$ cat config.mk
export PLATFORM = sky130hd
export DESIGN_NAME = fifo_uart_tx_flat
export DESIGN_NICKNAME = d
export VERILOG_FILES = /design/src/rtl/fifo_uart_tx_if.sv /design/src/rtl/fifo_uart_tx.sv /design/src/flat_wrapper.sv
export SDC_FILE = /design/constraint.sdc
export NUM_CORES = 1
export LEC_CHECK = 0
export BUFFER_PORTS_ARGS = -buffer_cell sky130_fd_sc_hd__buf_2
export CAP_MARGIN = 20
export CELL_PAD_IN_SITES_DETAIL_PLACEMENT = 0
export CELL_PAD_IN_SITES_GLOBAL_PLACEMENT = 1
export CORE_ASPECT_RATIO = 1.75
export CORE_MARGIN = 2
export CORE_UTILIZATION = 44
export CTS_CLUSTER_DIAMETER = 80
export DETAILED_ROUTE_END_ITERATION = 16
export GPL_TIMING_DRIVEN = 1
export PLACE_DENSITY_LB_ADDON = 0.1
export SYNTH_ARGS = -nofsm -noshare
export SYNTH_HDL_FRONTEND = slang
export SYNTH_SLANG_ARGS = --single-unit
$ cat constraint.sdc
create_clock -name sys_clock -period 2 [get_ports sys_clock]
set_input_delay 0.2 -clock sys_clock [delete_from_list [all_inputs] [get_ports sys_clock]]
set_output_delay 0.2 -clock sys_clock [all_outputs]
set_load 0.01 [all_outputs]
$ cat src/rtl/fifo_uart_tx_if.sv
`default_nettype none
// ============================================================================
// Module   : fifo_uart_tx_if
// Purpose  : FIFO read-side handshake between the sample FIFO and the UART
//            transmitter.
// Signals  : fifo_empty   - FIFO empty flag (FIFO -> transmitter)
//            fifo_data    - FIFO head byte, valid one cycle after fifo_empty
//                           falls (FIFO -> transmitter)
//            fifo_read_en - one-cycle pop pulse (transmitter -> FIFO); the
//                           FIFO advances its read pointer on its falling edge
// Modports : master - FIFO side (produces data)
//            slave  - transmitter side (consumes data)
// Revision : 1.0 - initial release
// ============================================================================
interface fifo_uart_tx_if;
    logic       fifo_empty;
    logic [7:0] fifo_data;
    logic       fifo_read_en;

    modport master (
        output fifo_empty,
        output fifo_data,
        input  fifo_read_en
    );

    modport slave (
        input  fifo_empty,
        input  fifo_data,
        output fifo_read_en
    );
endinterface
`default_nettype wire

$ cat src/rtl/fifo_uart_tx.sv
`default_nettype none
// ============================================================================
// Module   : fifo_uart_tx
// Purpose  : Drains the sample FIFO and sends each byte as an LSB-first UART
//            frame (8N1, or 8E1 when FIFO_UART_TX_PARITY_EN is defined).
// Params   : CLKS_PER_BIT - sys_clock cycles per UART bit (2..65535)
// Ports    : sys_clock - system clock, rising edge
//            reset     - synchronous active-high reset
//            tx_en     - start gate; a running frame always completes
//            fifo      - FIFO read handshake (slave modport)
//            tx        - registered serial line, idles high
//            busy      - registered, high from WAIT through end of STOP
// Macro    : FIFO_UART_TX_PARITY_EN - adds an even-parity bit after data
// Revision : 1.0 - initial release
// ============================================================================
module fifo_uart_tx #(
    parameter int CLKS_PER_BIT = 868
) (
    input  wire logic     sys_clock,
    input  wire logic     reset,
    input  wire logic     tx_en,
    fifo_uart_tx_if.slave fifo,
    output logic          tx,
    output logic          busy
);

    localparam logic [15:0] BAUD_LAST = 16'(CLKS_PER_BIT - 1);

    typedef enum logic [2:0] {
        S_IDLE   = 3'd0,
        S_WAIT   = 3'd1,
        S_START  = 3'd2,
        S_DATA   = 3'd3,
`ifdef FIFO_UART_TX_PARITY_EN
        S_PARITY = 3'd4,
`endif
        S_STOP   = 3'd5
    } state_t;

    state_t      state_q, state_d;
    logic [7:0]  shift_q, shift_d;
    logic [2:0]  bit_cnt_q, bit_cnt_d;
    logic [15:0] baud_cnt_q, baud_cnt_d;
    logic        tx_q, tx_d;
    logic        rd_q, rd_d;
    logic        busy_q, busy_d;
    logic        baud_done;
`ifdef FIFO_UART_TX_PARITY_EN
    logic        parity_q, parity_d;
`endif

    assign baud_done = (baud_cnt_q == BAUD_LAST);

    always_ff @(posedge sys_clock) begin
        if (reset) begin
            state_q    <= S_IDLE;
            shift_q    <= 8'h00;
            bit_cnt_q  <= 3'd0;
            baud_cnt_q <= 16'd0;
            tx_q       <= 1'b1;
            rd_q       <= 1'b0;
            busy_q     <= 1'b0;
`ifdef FIFO_UART_TX_PARITY_EN
            parity_q   <= 1'b0;
`endif
        end else begin
            state_q    <= state_d;
            shift_q    <= shift_d;
            bit_cnt_q  <= bit_cnt_d;
            baud_cnt_q <= baud_cnt_d;
            tx_q       <= tx_d;
            rd_q       <= rd_d;
            busy_q     <= busy_d;
`ifdef FIFO_UART_TX_PARITY_EN
            parity_q   <= parity_d;
`endif
        end
    end

    always_comb begin
        state_d    = state_q;
        shift_d    = shift_q;
        bit_cnt_d  = bit_cnt_q;
        baud_cnt_d = baud_cnt_q;
        tx_d       = tx_q;
        rd_d       = 1'b0;          // pop pulse always ends after one cycle
        busy_d     = busy_q;
`ifdef FIFO_UART_TX_PARITY_EN
        parity_d   = parity_q;
`endif

        case (state_q)
            S_IDLE: begin
                tx_d   = 1'b1;
                busy_d = 1'b0;
                // The empty flag is only looked at here, which is at least
                // two cycles after any earlier pop, so it is never stale.
                if (tx_en && !fifo.fifo_empty) begin
                    state_d = S_WAIT;
                    busy_d  = 1'b1;
                end
            end

            S_WAIT: begin
                // fifo_data is valid now (one cycle after empty fell).
                state_d    = S_START;
                shift_d    = fifo.fifo_data;
                rd_d       = 1'b1;
                tx_d       = 1'b0;
                bit_cnt_d  = 3'd0;
                baud_cnt_d = 16'd0;
`ifdef FIFO_UART_TX_PARITY_EN
                parity_d   = ^fifo.fifo_data;
`endif
            end

            S_START: begin
                if (baud_done) begin
                    baud_cnt_d = 16'd0;
                    state_d    = S_DATA;
                    tx_d       = shift_q[0];
                end else begin
                    baud_cnt_d = baud_cnt_q + 16'd1;
                end
            end

            S_DATA: begin
                if (baud_done) begin
                    baud_cnt_d = 16'd0;
                    if (bit_cnt_q == 3'd7) begin
`ifdef FIFO_UART_TX_PARITY_EN
                        state_d = S_PARITY;
                        tx_d    = parity_q;
`else
                        state_d = S_STOP;
                        tx_d    = 1'b1;
`endif
                    end else begin
                        bit_cnt_d = bit_cnt_q + 3'd1;
                        shift_d   = shift_q >> 1;
                        // Next bit is presented on the same edge as the shift.
                        tx_d      = shift_q[1];
                    end
                end else begin
                    baud_cnt_d = baud_cnt_q + 16'd1;
                end
            end

`ifdef FIFO_UART_TX_PARITY_EN
            S_PARITY: begin
                if (baud_done) begin
                    baud_cnt_d = 16'd0;
                    state_d    = S_STOP;
                    tx_d       = 1'b1;
                end else begin
                    baud_cnt_d = baud_cnt_q + 16'd1;
                end
            end
`endif

            S_STOP: begin
                tx_d = 1'b1;
                if (baud_done) begin
                    baud_cnt_d = 16'd0;
                    state_d    = S_IDLE;
                    busy_d     = 1'b0;
                end else begin
                    baud_cnt_d = baud_cnt_q + 16'd1;
                end
            end

            default: begin
                state_d    = S_IDLE;
                tx_d       = 1'b1;
                busy_d     = 1'b0;
                baud_cnt_d = 16'd0;
                bit_cnt_d  = 3'd0;
            end
        endcase
    end

    assign fifo.fifo_read_en = rd_q;
    assign tx                = tx_q;
    assign busy              = busy_q;

endmodule
`default_nettype wire

$ cat src/flat_wrapper.sv
// flat-port wrapper written by rule: the top's interface ports become plain ports
module fifo_uart_tx_flat 
#(
    parameter int CLKS_PER_BIT = 868
)
  (sys_clock, reset, tx_en, tx, busy, fifo_fifo_empty, fifo_fifo_data, fifo_fifo_read_en);
  fifo_uart_tx_if fifo_i ();
  input  wire logic sys_clock;
  input  wire logic reset;
  input  wire logic tx_en;
  output logic tx;
  output logic busy;
  input wire logic [$bits(fifo_i.fifo_empty)-1:0] fifo_fifo_empty;
  input wire logic [$bits(fifo_i.fifo_data)-1:0] fifo_fifo_data;
  output wire logic [$bits(fifo_i.fifo_read_en)-1:0] fifo_fifo_read_en;
  assign fifo_i.fifo_empty = fifo_fifo_empty;
  assign fifo_i.fifo_data = fifo_fifo_data;
  assign fifo_fifo_read_en = fifo_i.fifo_read_en;
  fifo_uart_tx #(.CLKS_PER_BIT(CLKS_PER_BIT)) u_core (.sys_clock(sys_clock), .reset(reset), .tx_en(tx_en), .fifo(fifo_i), .tx(tx), .busy(busy));
endmodule
==> results.py <==
metrics = {
    "clock_tree": {
        "clk-insertion-delay-late_ns": 0.28,
        "cts.path.max_buffers": 2,
        "postCtsSetupBuffers": 0,
        "cts_tree": "built",
        "cts_made_buffers": 5,
        "cts-root-buf": "clkbuf_8",
        "htreeDepth": 2,
        "path_clk_slew_ns": 0.07,
        "cts.sinks": 33,
    },
    "synthesis": {
        "async_flop_share_pct": 0,
        "synthCells": 204,
        "synth_ff_type": "dfxtp_1",
        "ys.warnings.count": 0,
        "mappedNetlistArea_um2": 1764,
        "synth_cell_types": 44,
        "synth_seq_cells": 33,
        "synth_edf_count": 0,
        "avgSynthCellArea_um2": 8.648,
        "syn_nets": 219,
        "ys_seq_area_share_pct": 37.45,
    },
    "cells_and_area": {
        "area_growth_pct": 17.66,
        "finalNetCount": 246,
        "antennaDiodeCount": 0,
        "design_area_um2": 2076,
        "num-fill-cells": 381,
        "drive_above_1_share_pct": 23.81,
        "final_cell_mix": "dfxtp_1 (32), buf_4 (18), nor3_1 (17), nor2_1 (17), buf_2 (14)",
        "final_common_cell": "dfxtp_1",
    },
    "global_routing": {
        "overflow": 0,
        "track_usage_pct": 22.13,
        "grt_max_degree": 39,
        "grt_pass1_wl_um": 7521,
        "antenna_found_initial": 0,
        "grt_pass1_vias": 1699,
    },
    "routing": {
        "totalWireLength_um": 4361,
        "viasPerCell": 5.763,
        "vias": 1608,
        "antenna_left": 0,
        "drtIter0Drc": 39,
        "routedWlPerCell_um": 15.63,
        "drt-pass1-iter-count": 4,
        "drc": 0,
    },
    "sta": {
        "rsz0062_at_grt": "false",
        "hold_violations": 0,
        "min_period_ns": 1.897,
        "finClkSkew_ns": 0.006967,
        "max_slew_margin_pct": 55.05,
        "finalCritPeriodShare_pct": 94.85,
        "setup_viol": 0,
        "worst-slew-pin-transition_ns": 0.6743,
        "fin_tns_setup_ns": 0,
        "fmax_mhz": 527.2,
        "slew_viol_final": 0,
    },
    "worst_hold_path": {
        "min_path_type": "input pin to flop",
        "hold_start": "fifo_fifo_data[7]",
    },
    "die": {
        "coreArea_um2": 3866,
        "std_cell_rows": 30,
        "die_x_um": 51.87,
        "die_h_um": 87.77,
        "start_util_pct": 45.63,
        "dieArea_um2": 4552,
        "io_pins": 15,
    },
    "flow_run": {
        "maxCapViolCount": 0,
    },
    "setup_path": {
        "critPathRequiredTime_ns": 2.20,
        "worst-path-max-fanout": 9,
        "cp-end-kind": "flop",
        "cp-start-kind": "flop",
        "path_class": "flop to flop",
        "arrival_ns": 2.10,
        "reg2reg_from": "u_core.state_q[1]",
        "cp-startpoint": "u_core.state_q[1]",
    },
    "placement": {
        "post_dp_cell_area_um2": 1979,
        "routabilityCongestion": 0.7702,
        "portBuffers": 14,
        "hpwl_um": 3281,
    },
    "power_and_ir_drop": {
        "p_leak_uw": 0.0007727,
        "irDropWorstVdd_uv": 467.7,
        "power_density_nw_per_um2": 629.0,
        "total_power_uw": 1306,
    },
    "run_status": {
        "status": "finished clean",
    },
}
critical path, stage by stage (launching register included):
cell	delay, ns
dfxtp_1	0.51
o31ai_2	0.17
or3_4	0.45
or4_1	0.43
a211oi_2	0.24
cell type report:
| class | instances | area, um2 | share of cell area, % |
|---|---|---|---|
| clock buffer | 7 | 86.33 | 4.159 |
| sequential | 33 | 661.9 | 31.89 |
| multi-input combinational | 151 | 1032 | 49.73 |
| tap | 48 | 60.06 | 2.893 |
| inverter | 8 | 30.03 | 1.447 |
| timing repair buffer | 32 | 205.2 | 9.885 |
routing by layer:
layer  GRT usage, %  part of all wire (%)  vias to the layer above
met3          4.778                   2.6                       15
met2          39.93                    56                       31
met4          14.83                   4.4                        0
met5              0                     0                        -
li1               -                     -                      797
met1          21.73                    37                      765
logic make-up (layout without fill, tap and decap cells):
group                      after synthesis  after routing  share of synthesized area, %
DFF                                     33             33                         37.45
xor gates and xnor gates                 9              9                         4.468
adders and majority gates                3              3                         2.128
buffers and inverters                   20             47                         4.539
AOI/OAI and AO/OA                       34             34                         13.33
and+or+nand+nor                         91             91                         29.65
muxes                                   14             14                         8.440
per-stage QoR:
step	hold slack [ns]	std cells	setup slack (ns)	util, %
2_1_floorplan	0.3258	204	0.1859	-
3_3_place_gp	0.4170	272	0.1222	51.20
3_5_place_dp	0.4203	272	0.1114	51.20
4_1_cts	0.1198	279	0.08508	53.43
5_1_grt	0.1261	279	0.005590	53.69
6_report	0.1336	279	0.1030	53.69
worst paths after layout:
kind,slack (ns),depth (start not counted),end
worst max-delay path,0.10,4,u_core.baud_cnt_q[15]
worst min-delay path,0.13,2,u_core.shift_q[7]
worst max register to register,0.10,4,u_core.baud_cnt_q[15]
worst min register to register,0.48,2,u_core.baud_cnt_q[0]
sequential cells by signal, indices dropped and copies added (netlist names):
register / count
u_core.baud_cnt_q: 16
u_core.bit_cnt_q: 3
u_core.busy: 1
u_core.fifo.fifo_read_en: 1
u_core.shift_q: 8
u_core.state_q: 3
u_core.tx: 1
Yosys cell counts (2+ instances only):
cell type	n	share of area, %
ha_1	3	2.1
nand4_1	2	0.71
mux2_2	7	4.5
nor2b_1	7	2.5
nand3_1	6	1.7
nor3_1	17	4.8
or4_1	5	2.1
nor4b_1	3	1.5
nand2b_1	2	0.71
a21oi_1	10	2.8
nor2_1	17	3.6
nor3b_1	2	0.85
inv_1	8	1.7
xnor2_1	8	4.0
or3_1	3	1.1
dfxtp_1	33	37
nand2_1	10	2.1
nand4b_1	3	1.5
nor4_1	3	1.1
and4_1	2	0.99
a211oi_1	3	1.3
clkbuf_1	8	1.7
nand3b_1	5	2.1
buf_2	4	1.1
a22oi_1	3	1.3
mux2i_1	7	4.0
o21ai_0	6	1.7
timing repair:
action / 4_1_cts / 5_1_grt
hold buffers: 0 / 0
gates resized for setup: 0 / 4
setup endpoints to repair: 0 / 1
where the power goes:
part,total [uW],internal (uW),switching [uW],leakage [uW]
sequential,682,670,11.6,0.000267
combinational,109,47.1,62.1,0.000461
clock,515,273,241,0.0000443
(Power assumes the default switching activity.)
